--- src/rtl/cordic_sincos_ctrl_if.sv ---
// Request, core-drive and result signals of the CORDIC sin/cos sequencer.
// slave = the sequencer itself, master = its surroundings (requester, core, post-processing).
interface cordic_sincos_ctrl_if #(
  parameter int IW = 5
);
  logic          in_valid;
  logic          in_ready;
  logic [29:0]   in_angle;
  logic          in_sign;
  logic [1:0]    in_quadrant;
  logic [29:0]   core_angle;
  logic          core_load;
  logic          core_en;
  logic [IW-1:0] core_iter;
  logic [29:0]   core_sin;
  logic [29:0]   core_cos;
  logic          out_valid;
  logic          out_ready;
  logic [29:0]   pre_sin;
  logic [29:0]   pre_cos;
  logic          sign;
  logic [1:0]    quadrant;
  logic          busy;

  modport slave (
    input  in_valid, in_angle, in_sign, in_quadrant, core_sin, core_cos, out_ready,
    output in_ready, core_angle, core_load, core_en, core_iter,
           out_valid, pre_sin, pre_cos, sign, quadrant, busy
  );

  modport master (
    output in_valid, in_angle, in_sign, in_quadrant, core_sin, core_cos, out_ready,
    input  in_ready, core_angle, core_load, core_en, core_iter,
           out_valid, pre_sin, pre_cos, sign, quadrant, busy
  );
endinterface

--- src/rtl/cordic_sincos_ctrl.sv ---
// Sequencer for the shared iterative CORDIC sin/cos core: load, ITER rotations, hand off result.
// Optional macro CORDIC_ZERO_BYPASS_EN: zero angles skip the core and complete in one cycle.
module cordic_sincos_ctrl #(
  parameter int ITER = 24,
  parameter int IW   = 5
) (
  input  logic                clk,
  input  logic                rst,
  cordic_sincos_ctrl_if.slave bus
);

  localparam logic [IW-1:0] LAST  = IW'(ITER - 1);
  localparam logic [29:0]   ONE_Q = 30'h1000_0000;

  typedef enum logic [1:0] {S_IDLE, S_LOAD, S_ROT, S_DONE} state_t;

  state_t        state, state_d, req_state;
  logic [IW-1:0] cnt, cnt_d;
  logic          rdy_en;
  logic          in_ready_c;
  logic          accept;
  logic          zero_req;
  logic          cap_core;
  logic          take_zero;

  logic [29:0]   angle_r;
  logic [29:0]   pre_sin_r;
  logic [29:0]   pre_cos_r;
  logic          sign_r;
  logic [1:0]    quad_r;

  // rdy_en keeps in_ready low during reset and until the first edge after release
  always_ff @(posedge clk or posedge rst) begin
    if (rst) begin
      state  <= S_IDLE;
      cnt    <= '0;
      rdy_en <= 1'b0;
    end else begin
      state  <= state_d;
      cnt    <= cnt_d;
      rdy_en <= 1'b1;
    end
  end

  always_comb begin
    state_d    = state;
    cnt_d      = cnt;
    cap_core   = 1'b0;
    in_ready_c = rdy_en && ((state == S_IDLE) || ((state == S_DONE) && bus.out_ready));
    accept     = bus.in_valid && in_ready_c;
`ifdef CORDIC_ZERO_BYPASS_EN
    zero_req   = (bus.in_angle == '0);
`else
    zero_req   = 1'b0;
`endif
    req_state  = zero_req ? S_DONE : S_LOAD;
    take_zero  = accept && zero_req;

    case (state)
      S_IDLE: begin
        if (accept) state_d = req_state;
      end
      S_LOAD: begin
        state_d = S_ROT;
        cnt_d   = '0;
      end
      S_ROT: begin
        // Terminate on an explicit compare so the index never wraps
        if (cnt == LAST) begin
          state_d  = S_DONE;
          cap_core = 1'b1;
        end else begin
          cnt_d = cnt + 1'b1;
        end
      end
      S_DONE: begin
        if (bus.out_ready) state_d = accept ? req_state : S_IDLE;
      end
      default: state_d = S_IDLE;
    endcase
  end

  // Result and tag registers are cleared by reset so every output reads zero while rst is high
  always_ff @(posedge clk or posedge rst) begin
    if (rst) begin
      angle_r   <= '0;
      sign_r    <= 1'b0;
      quad_r    <= '0;
      pre_sin_r <= '0;
      pre_cos_r <= '0;
    end else begin
      if (accept) begin
        angle_r <= bus.in_angle;
        sign_r  <= bus.in_sign;
        quad_r  <= bus.in_quadrant;
      end
      if (cap_core) begin
        pre_sin_r <= bus.core_sin;
        pre_cos_r <= bus.core_cos;
      end else if (take_zero) begin
        pre_sin_r <= '0;
        pre_cos_r <= ONE_Q;
      end
    end
  end

  assign bus.in_ready   = in_ready_c;
  assign bus.core_angle = angle_r;
  assign bus.core_load  = (state == S_LOAD);
  assign bus.core_en    = (state == S_ROT);
  assign bus.core_iter  = (state == S_ROT) ? cnt : '0;
  assign bus.out_valid  = (state == S_DONE);
  assign bus.pre_sin    = pre_sin_r;
  assign bus.pre_cos    = pre_cos_r;
  assign bus.sign       = sign_r;
  assign bus.quadrant   = quad_r;
  assign bus.busy       = (state != S_IDLE);

endmodule

--- src/flat_wrapper.sv ---
// flat-port wrapper written by rule: the top's interface ports become plain ports
module cordic_sincos_ctrl_flat 
#(
  parameter int ITER = 24,
  parameter int IW   = 5
)
  (clk, rst, bus_in_valid, bus_in_angle, bus_in_sign, bus_in_quadrant, bus_core_sin, bus_core_cos, bus_out_ready, bus_in_ready, bus_core_angle, bus_core_load, bus_core_en, bus_core_iter, bus_out_valid, bus_pre_sin, bus_pre_cos, bus_sign, bus_quadrant, bus_busy);
  cordic_sincos_ctrl_if #(.IW(IW)) bus_i ();
  input  logic clk;
  input  logic rst;
  input wire logic [$bits(bus_i.in_valid)-1:0] bus_in_valid;
  input wire logic [$bits(bus_i.in_angle)-1:0] bus_in_angle;
  input wire logic [$bits(bus_i.in_sign)-1:0] bus_in_sign;
  input wire logic [$bits(bus_i.in_quadrant)-1:0] bus_in_quadrant;
  input wire logic [$bits(bus_i.core_sin)-1:0] bus_core_sin;
  input wire logic [$bits(bus_i.core_cos)-1:0] bus_core_cos;
  input wire logic [$bits(bus_i.out_ready)-1:0] bus_out_ready;
  output wire logic [$bits(bus_i.in_ready)-1:0] bus_in_ready;
  output wire logic [$bits(bus_i.core_angle)-1:0] bus_core_angle;
  output wire logic [$bits(bus_i.core_load)-1:0] bus_core_load;
  output wire logic [$bits(bus_i.core_en)-1:0] bus_core_en;
  output wire logic [$bits(bus_i.core_iter)-1:0] bus_core_iter;
  output wire logic [$bits(bus_i.out_valid)-1:0] bus_out_valid;
  output wire logic [$bits(bus_i.pre_sin)-1:0] bus_pre_sin;
  output wire logic [$bits(bus_i.pre_cos)-1:0] bus_pre_cos;
  output wire logic [$bits(bus_i.sign)-1:0] bus_sign;
  output wire logic [$bits(bus_i.quadrant)-1:0] bus_quadrant;
  output wire logic [$bits(bus_i.busy)-1:0] bus_busy;
  assign bus_i.in_valid = bus_in_valid;
  assign bus_i.in_angle = bus_in_angle;
  assign bus_i.in_sign = bus_in_sign;
  assign bus_i.in_quadrant = bus_in_quadrant;
  assign bus_i.core_sin = bus_core_sin;
  assign bus_i.core_cos = bus_core_cos;
  assign bus_i.out_ready = bus_out_ready;
  assign bus_in_ready = bus_i.in_ready;
  assign bus_core_angle = bus_i.core_angle;
  assign bus_core_load = bus_i.core_load;
  assign bus_core_en = bus_i.core_en;
  assign bus_core_iter = bus_i.core_iter;
  assign bus_out_valid = bus_i.out_valid;
  assign bus_pre_sin = bus_i.pre_sin;
  assign bus_pre_cos = bus_i.pre_cos;
  assign bus_sign = bus_i.sign;
  assign bus_quadrant = bus_i.quadrant;
  assign bus_busy = bus_i.busy;
  cordic_sincos_ctrl #(.ITER(ITER), .IW(IW)) u_core (.clk(clk), .rst(rst), .bus(bus_i));
endmodule
--- config.mk ---
export PLATFORM = sky130hd
export DESIGN_NAME = cordic_sincos_ctrl_flat
export DESIGN_NICKNAME = d
export VERILOG_FILES = /design/src/rtl/cordic_sincos_ctrl_if.sv /design/src/rtl/cordic_sincos_ctrl.sv /design/src/flat_wrapper.sv
export SDC_FILE = /design/constraint.sdc
export NUM_CORES = 1
export LEC_CHECK = 0
export CORE_MARGIN = 2
export CORE_UTILIZATION = 35
export CTS_CLUSTER_DIAMETER = 120
export CTS_CLUSTER_SIZE = 24
export DETAILED_ROUTE_END_ITERATION = 16
export PLACE_DENSITY = 0.77
export SYNTH_ARGS = -nofsm -noshare
export SYNTH_HDL_FRONTEND = slang
export SYNTH_SLANG_ARGS = --single-unit
--- constraint.sdc ---
create_clock -name clk -period 4.6 [get_ports clk]
set_input_delay 1.38 -clock clk [delete_from_list [all_inputs] [get_ports clk]]
set_output_delay 1.38 -clock clk [all_outputs]
set_load 0.005 [all_outputs]
---- Word-level counts from Yosys, hierarchy flattened ----
Cells that the tools add are included.
word-level totals
  bits in registers ....................... 101
  output and inout port bits .............. 103
  word-level logic and storage cells ...... 36
operators by class
  add/sub/neg operators ................... 1
  equal/unequal tests ..................... 8
  muxes and demuxes ....................... 10
  reductions and logical operators ........ 9
operators with widths
  kind                                           count
  2-to-1 mux 5 bit                               2
  one-hot mux 5 bit (2 select lines)             1
  one-hot mux 2 bit (4 select lines)             1
  2-to-1 mux 2 bit                               3
  adder 5 x 1 -> 5 bit, second input constant    1
  == test 5 bit, second input constant           1
  == test 2 bit, second input constant           2
  != test 2 x 1 -> 1 bit, second input constant  2
  != test 2 bit, second input constant           2
  nonzero test 2 bit                             2
  logical AND 1 bit                              3
  2-to-1 mux 1 bit                               3
  AND reduction 3 bit                            1
  == test 2 x 1 -> 1 bit, second input constant  1
  logical NOT 2 bit                              1
  AND reduction 2 bit                            1
  logical OR 1 bit                               1

---- Logic depth before layout (Yosys ltp) ----
Gate-level depths: netlist (run 1).
  depth in word-level cells ............... 8
  depth in mapped cells ................... 6
  depth with buffers taken out ............ 6

---- Worst setup path before layout (run 1) ----
OpenSTA, ideal clock, no wires.
  path kind ............................... input port to output port
  start point ............................. input bus_out_ready
  end point ............................... output bus_in_ready
  arrival ................................. 1.586 ns
  path slack .............................. 1.634 ns
  stages .................................. 2
  path buffers ............................ 0
  path through ............................ a21oi_1 > nor2b_1
between the ends
  word-level cells in the longest chain between the ends .. 3
RTL lines
  what                line                      text
  start: declaration  flat_wrapper.sv:17        input wire logic [$bits(bus_i.out_ready)-1:0] bus_out_ready;
  logical AND 1 bit   cordic_sincos_ctrl.sv:49  in_ready_c = rdy_en && ((state == S_IDLE) || ((state == S_DONE) && bus.out_ready));
  logical OR 1 bit    cordic_sincos_ctrl.sv:49
  logical AND 1 bit   cordic_sincos_ctrl.sv:49
  end: declaration    flat_wrapper.sv:18        output wire logic [$bits(bus_i.in_ready)-1:0] bus_in_ready;
No other way between the ends.

---- Final worst setup path (run 1) ----
Same ends and word-level chain as after synthesis.

==> results of run 1 <==
worst max-delay path by stage:
stage          slack (ns)                              endpoint
2_1_floorplan        0.57  u_core.bus.core_angle[0]$_DFFE_PP0P_
3_3_place_gp         0.60                          bus_in_ready
3_5_place_dp         0.58                          bus_in_ready
4_1_cts              0.56                          bus_in_ready
5_1_grt              0.51                          bus_in_ready
6_report             0.57                          bus_in_ready
area by class of cell:
class	count	share of cell area, %
flip-flops and latches	101	39.2
well taps	143	2.78
repair buffers	200	31.0
clock inverters	6	1.73
inverters	5	0.330
clock buffers	9	3.50
multi-input cells	134	21.4
state kept, by name (all words and copies together), names as in the netlist:
register,cells
u_core.bus.sign,1
u_core.state,2
u_core.bus.pre_sin,30
u_core.rdy_en,1
u_core.bus.core_angle,30
u_core.cnt,5
u_core.bus.quadrant,2
u_core.bus.pre_cos,30
cells by family (layout without fill, tap and decap cells):
kind of cell | after synthesis | in the layout
AND/OR/NAND/NOR | 19 | 19
other | 1 | 1
flip-flops | 101 | 101
buffers and inverters | 16 | 220
AO/OA/AOI/OAI | 11 | 11
XOR/XNOR | 1 | 1
adder cells (fa/ha/maj) | 6 | 6
multiplexers | 96 | 96
power groups by stage:
stage / Combinational [mW] / Sequential [mW] / Clock, mW
4_1_cts: 0.953 / 1.20 / 0.875
3_5_place_dp: 0.942 / 1.21 / 0
3_3_place_gp: 0.916 / 1.20 / 0
6_report: 0.936 / 1.20 / 0.852
5_1_grt: 1.01 / 1.22 / 0.908
2_1_floorplan: 0.360 / 1.21 / 0
synthesized netlist by cell type (all sizes together):
cell / n
nor4b: 1
dfrtp: 101
o21ai: 4
inv: 5
clkbuf: 1
ha: 6
and2b: 1
mux2i: 2
nor2b: 1
mux2: 94
xor2: 1
nor2: 3
nand2: 2
a222oi: 1
a22o: 2
and3: 1
a21oi: 3
nand3: 1
nand4: 2
conb: 1
a32o: 1
nand4b: 1
and2: 6
buf: 10
per-layer routing:
| layer | track usage, % | share of wire, % |
|---|---|---|
| met5 | 0 | 0 |
| met4 | 7.49 | 2.9 |
| met3 | 5.25 | 8.4 |
| met2 | 25.6 | 48 |
| met1 | 18.5 | 41 |
worst reg2reg max path, stage by stage (launching register included):
cell	delay [ns]
sky130_fd_sc_hd__dfrtp_1	0.41
sky130_fd_sc_hd__inv_1	0.16
sky130_fd_sc_hd__ha_1	0.47
sky130_fd_sc_hd__and2b_1	0.26
sky130_fd_sc_hd__nand4_4	0.82
sky130_fd_sc_hd__o21ai_0	0.58
sky130_fd_sc_hd__mux2_2	0.23
stage by stage:
stage               hold WS, ns  std cells  power (mW)  util [%]
floorplan                 0.489        251        1.57         -
global placement          0.479        583        2.12      53.9
detailed placement        0.485        583        2.15      53.9
CTS                       0.496        598        3.03      56.9
global route              0.513        598        3.14      56.9
finish                    0.495        598        2.98      56.9
==> metrics.md, run 1 <==
| Metric | Value |
|---|---|
| CTS hold repair buffers | 0 |
| Class of the tightest hold or removal check | flop to flop |
| Overall overflow remaining after global route | 0 |
| Area of the placeable core | 11300 um2 |
| Max-cap violations | 0 |
| Worst reg2reg endpoint | u_core.cnt[0]$_DFFE_PP0P_ |
| Share of total power in combinational logic | 31.4% |
| Status | finished, final reports clean |
| Combinational family with the most area after synthesis | multiplexers |
| Per-cell via count in the routed design | 4.71 |
| Number of design-rule violations left by the first detailed-router iteration | 112 |
| Number of instances resized during post-cts repair | 0 |
| Die width | 111 um |
| Setup Slack @ Placement | 0.580 ns |
| Post-Synth XOR/XNOR Area | 0.218% |
| Reg-to-reg critical path startpoint | u_core.state[0]$_DFFE_PP0P_ |
| Final worst path period need | just over 4 ns |
| Sequential share of power | 40.1% |
| Maximum number of pins on one net before global-route repair | a little over 80 |
| Worst Skew | 0.00901 ns |
| Cell area reported after detailed placement | 6110 um2 |
| Count of buffers inserted at the top-level ports | 199 |
| Synth Area in Compound Gates | 1.81% |
| Final hold violation count | 0 |
| Worst Max-Slew Pin Slew | 1.11 ns |
| Wire length of the first global-routing pass | around 15000 um |
| Number of antenna violations at the first check in global routing | 0 |
| Share of synthesized area spent on multiplexers | 26.9% |
| Critical path's slowest cell | sky130_fd_sc_hd__clkdlybuf4s50_1 |
| Launch instance of the worst min-delay path | u_core.bus.pre_sin[6]$_DFFE_PP0P_ |
| Via count of the first global-routing pass | about 3100 |
| Most numerous cell on the critical path | sky130_fd_sc_hd__clkdlybuf4s50_1 |
| CP startpoint kind | input pin |
| HPWL after detailed placement | roughly 7000 um |
| Switching Fraction | 25.1% |
| Setup slack of the critical path after layout | between 0.5 and 0.6 ns |
| Total area of multi-input combinational cells | 1380 um2 |
| Area share of fa/ha/maj cells after synthesis | 1.87% |
| Starting Density | 35.4% |
| Final-layout setup total negative slack | 0 ns |
| Simple logic cell fraction of the synthesized area | 3.34% |
| Synthesized area per cell | between 15 and 20 um2 |
| Levels on crit path | 4 |
| Sink of the worst hold path | u_core.bus.pre_sin[6]$_DFFE_PP0P_ |
| Startpoint-to-endpoint class of the critical path | input pin to primary output |
| Cell family contributing the most delay on the critical path | buffers and inverters |
| Setup repair after global routing missed its margin | no |
| Commonest cells after routing, fill and taps aside | 199 x sky130_fd_sc_hd__clkdlybuf4s50_1, 101 x sky130_fd_sc_hd__dfrtp_1, 89 x sky130_fd_sc_hd__mux2_2, 9 x sky130_fd_sc_hd__clkbuf_16, 6 x sky130_fd_sc_hd__ha_1 |
| Clock slew seen by the registers of the worst setup and hold paths | 0.07 ns |
| Maximum buffer depth of the clock tree | 2 |
| Highest fanout seen on the critical path | 3 |
| Synthesized netlist net count | ~350 |
| Leading area contributor after synthesis | sky130_fd_sc_hd__dfrtp_1 |
| Crit-path max cell delay | 0.51 ns |
| First element of the critical path | bus_out_ready |
| Reported net switching power | 0.750 mW |
| Gpl congestion | between 0.7 and 0.8 |
| Clock share of power | 28.6% |
| Total routing usage reported by global routing | 15.6% |
| Most frequent standard cell in the layout excluding fill and tap cells | sky130_fd_sc_hd__clkdlybuf4s50_1 |
| Capturing element type of the critical path | primary output |
| Critical Path AT | 2.65 ns |
| Cell count after synthesis | 251 |
| Number of top-level design ports | 200 |
| Pint | 2.23 mW |
| Remaining max-slew budget at the tightest pin | 26.0% |
| Worst hold stages | 1 |
| Remaining DRCs | 0 |
| R2r setup slk | 1.61 ns |
| Count of inserted antenna diode cells | 0 |
| Yosys cell types | 29 |
| Count of final setup violators | 0 |
| Netlist Area Pre-Place | 4010 um2 |
| Length in cells of the worst reg-to-reg path | 6 |
| Synth-to-Final Area Change | 60.7% |
| Register cell area after layout | 2530 um2 |
| Clock latency of the later-clocked register in the worst-skew pair | 0.34 ns |
| Antenna-violating nets left | 0 |
| Critical path buffer and inverter count | 2 |
| Warnings, synthesis | 0 |
| Count of vias placed by the detailed router | 2819 |
| Crit share post-route | 87.7% |
| Final Net Count | 554 |
| Number of buffers inserted during clock tree synthesis | 9 |
| Total number of clock tree sinks | 101 |
| Count of filler cells inserted in the layout | 944 |
| Required time of the critical path | 3.22 ns |
| Pre-Repair DR Iteration Count | 4 |
| Max Clk Rate | 248 MHz |
| Fraction of synthesized cell area taken by the top area cell type | a little over three fifths |
| Root cell of the clock tree | sky130_fd_sc_hd__clkbuf_16 |
| Number of synthesized register bits | 101 |
| Main area contributors after synthesis | sky130_fd_sc_hd__dfrtp_1 63%, sky130_fd_sc_hd__mux2_2 25%, sky130_fd_sc_hd__ha_1 1.9%, sky130_fd_sc_hd__buf_6 1.7%, sky130_fd_sc_hd__mux2_1 1.4% |
| IR Drop Worst-Case VDD | 0.000300 V |
| Areal power density over the cells | 463 nW/um2 |
| Post-route standard cell area excluding fillers | 6440 um2 |
| Number of levels in the clock H-tree | 3 |
| Die Y | approximately 110 um |
| Post-detailed-routing wire length | 9430 um |
| Number of post-CTS setup repair buffers | 0 |
| Max-slew violation count | 0 |
| Ratio of cells with drive above 1 in the final layout | 24.2% |
| Routed len/inst | 15.8 um |
| Floorplan die area | 12300 um2 |
| Worst path cell trace | clkdlybuf4s50_1 > a21oi_1 > nor2b_1 > clkdlybuf4s50_1 |
| CTS tree | done |
| Share of the yosys chip area belonging to registers | 63.0% |
| Number of rows created at floorplan | 39 |
| Standby leakage power | approximately 2.7 nW |
No activity file was read; power rests on OpenSTA's default activity.
==> run 2, diff against run 1 <==
- CTS_CLUSTER_SIZE: 24 -> default
==> results of run 2 <==
Final layout, timing and power as in run 1 (identical DEF).
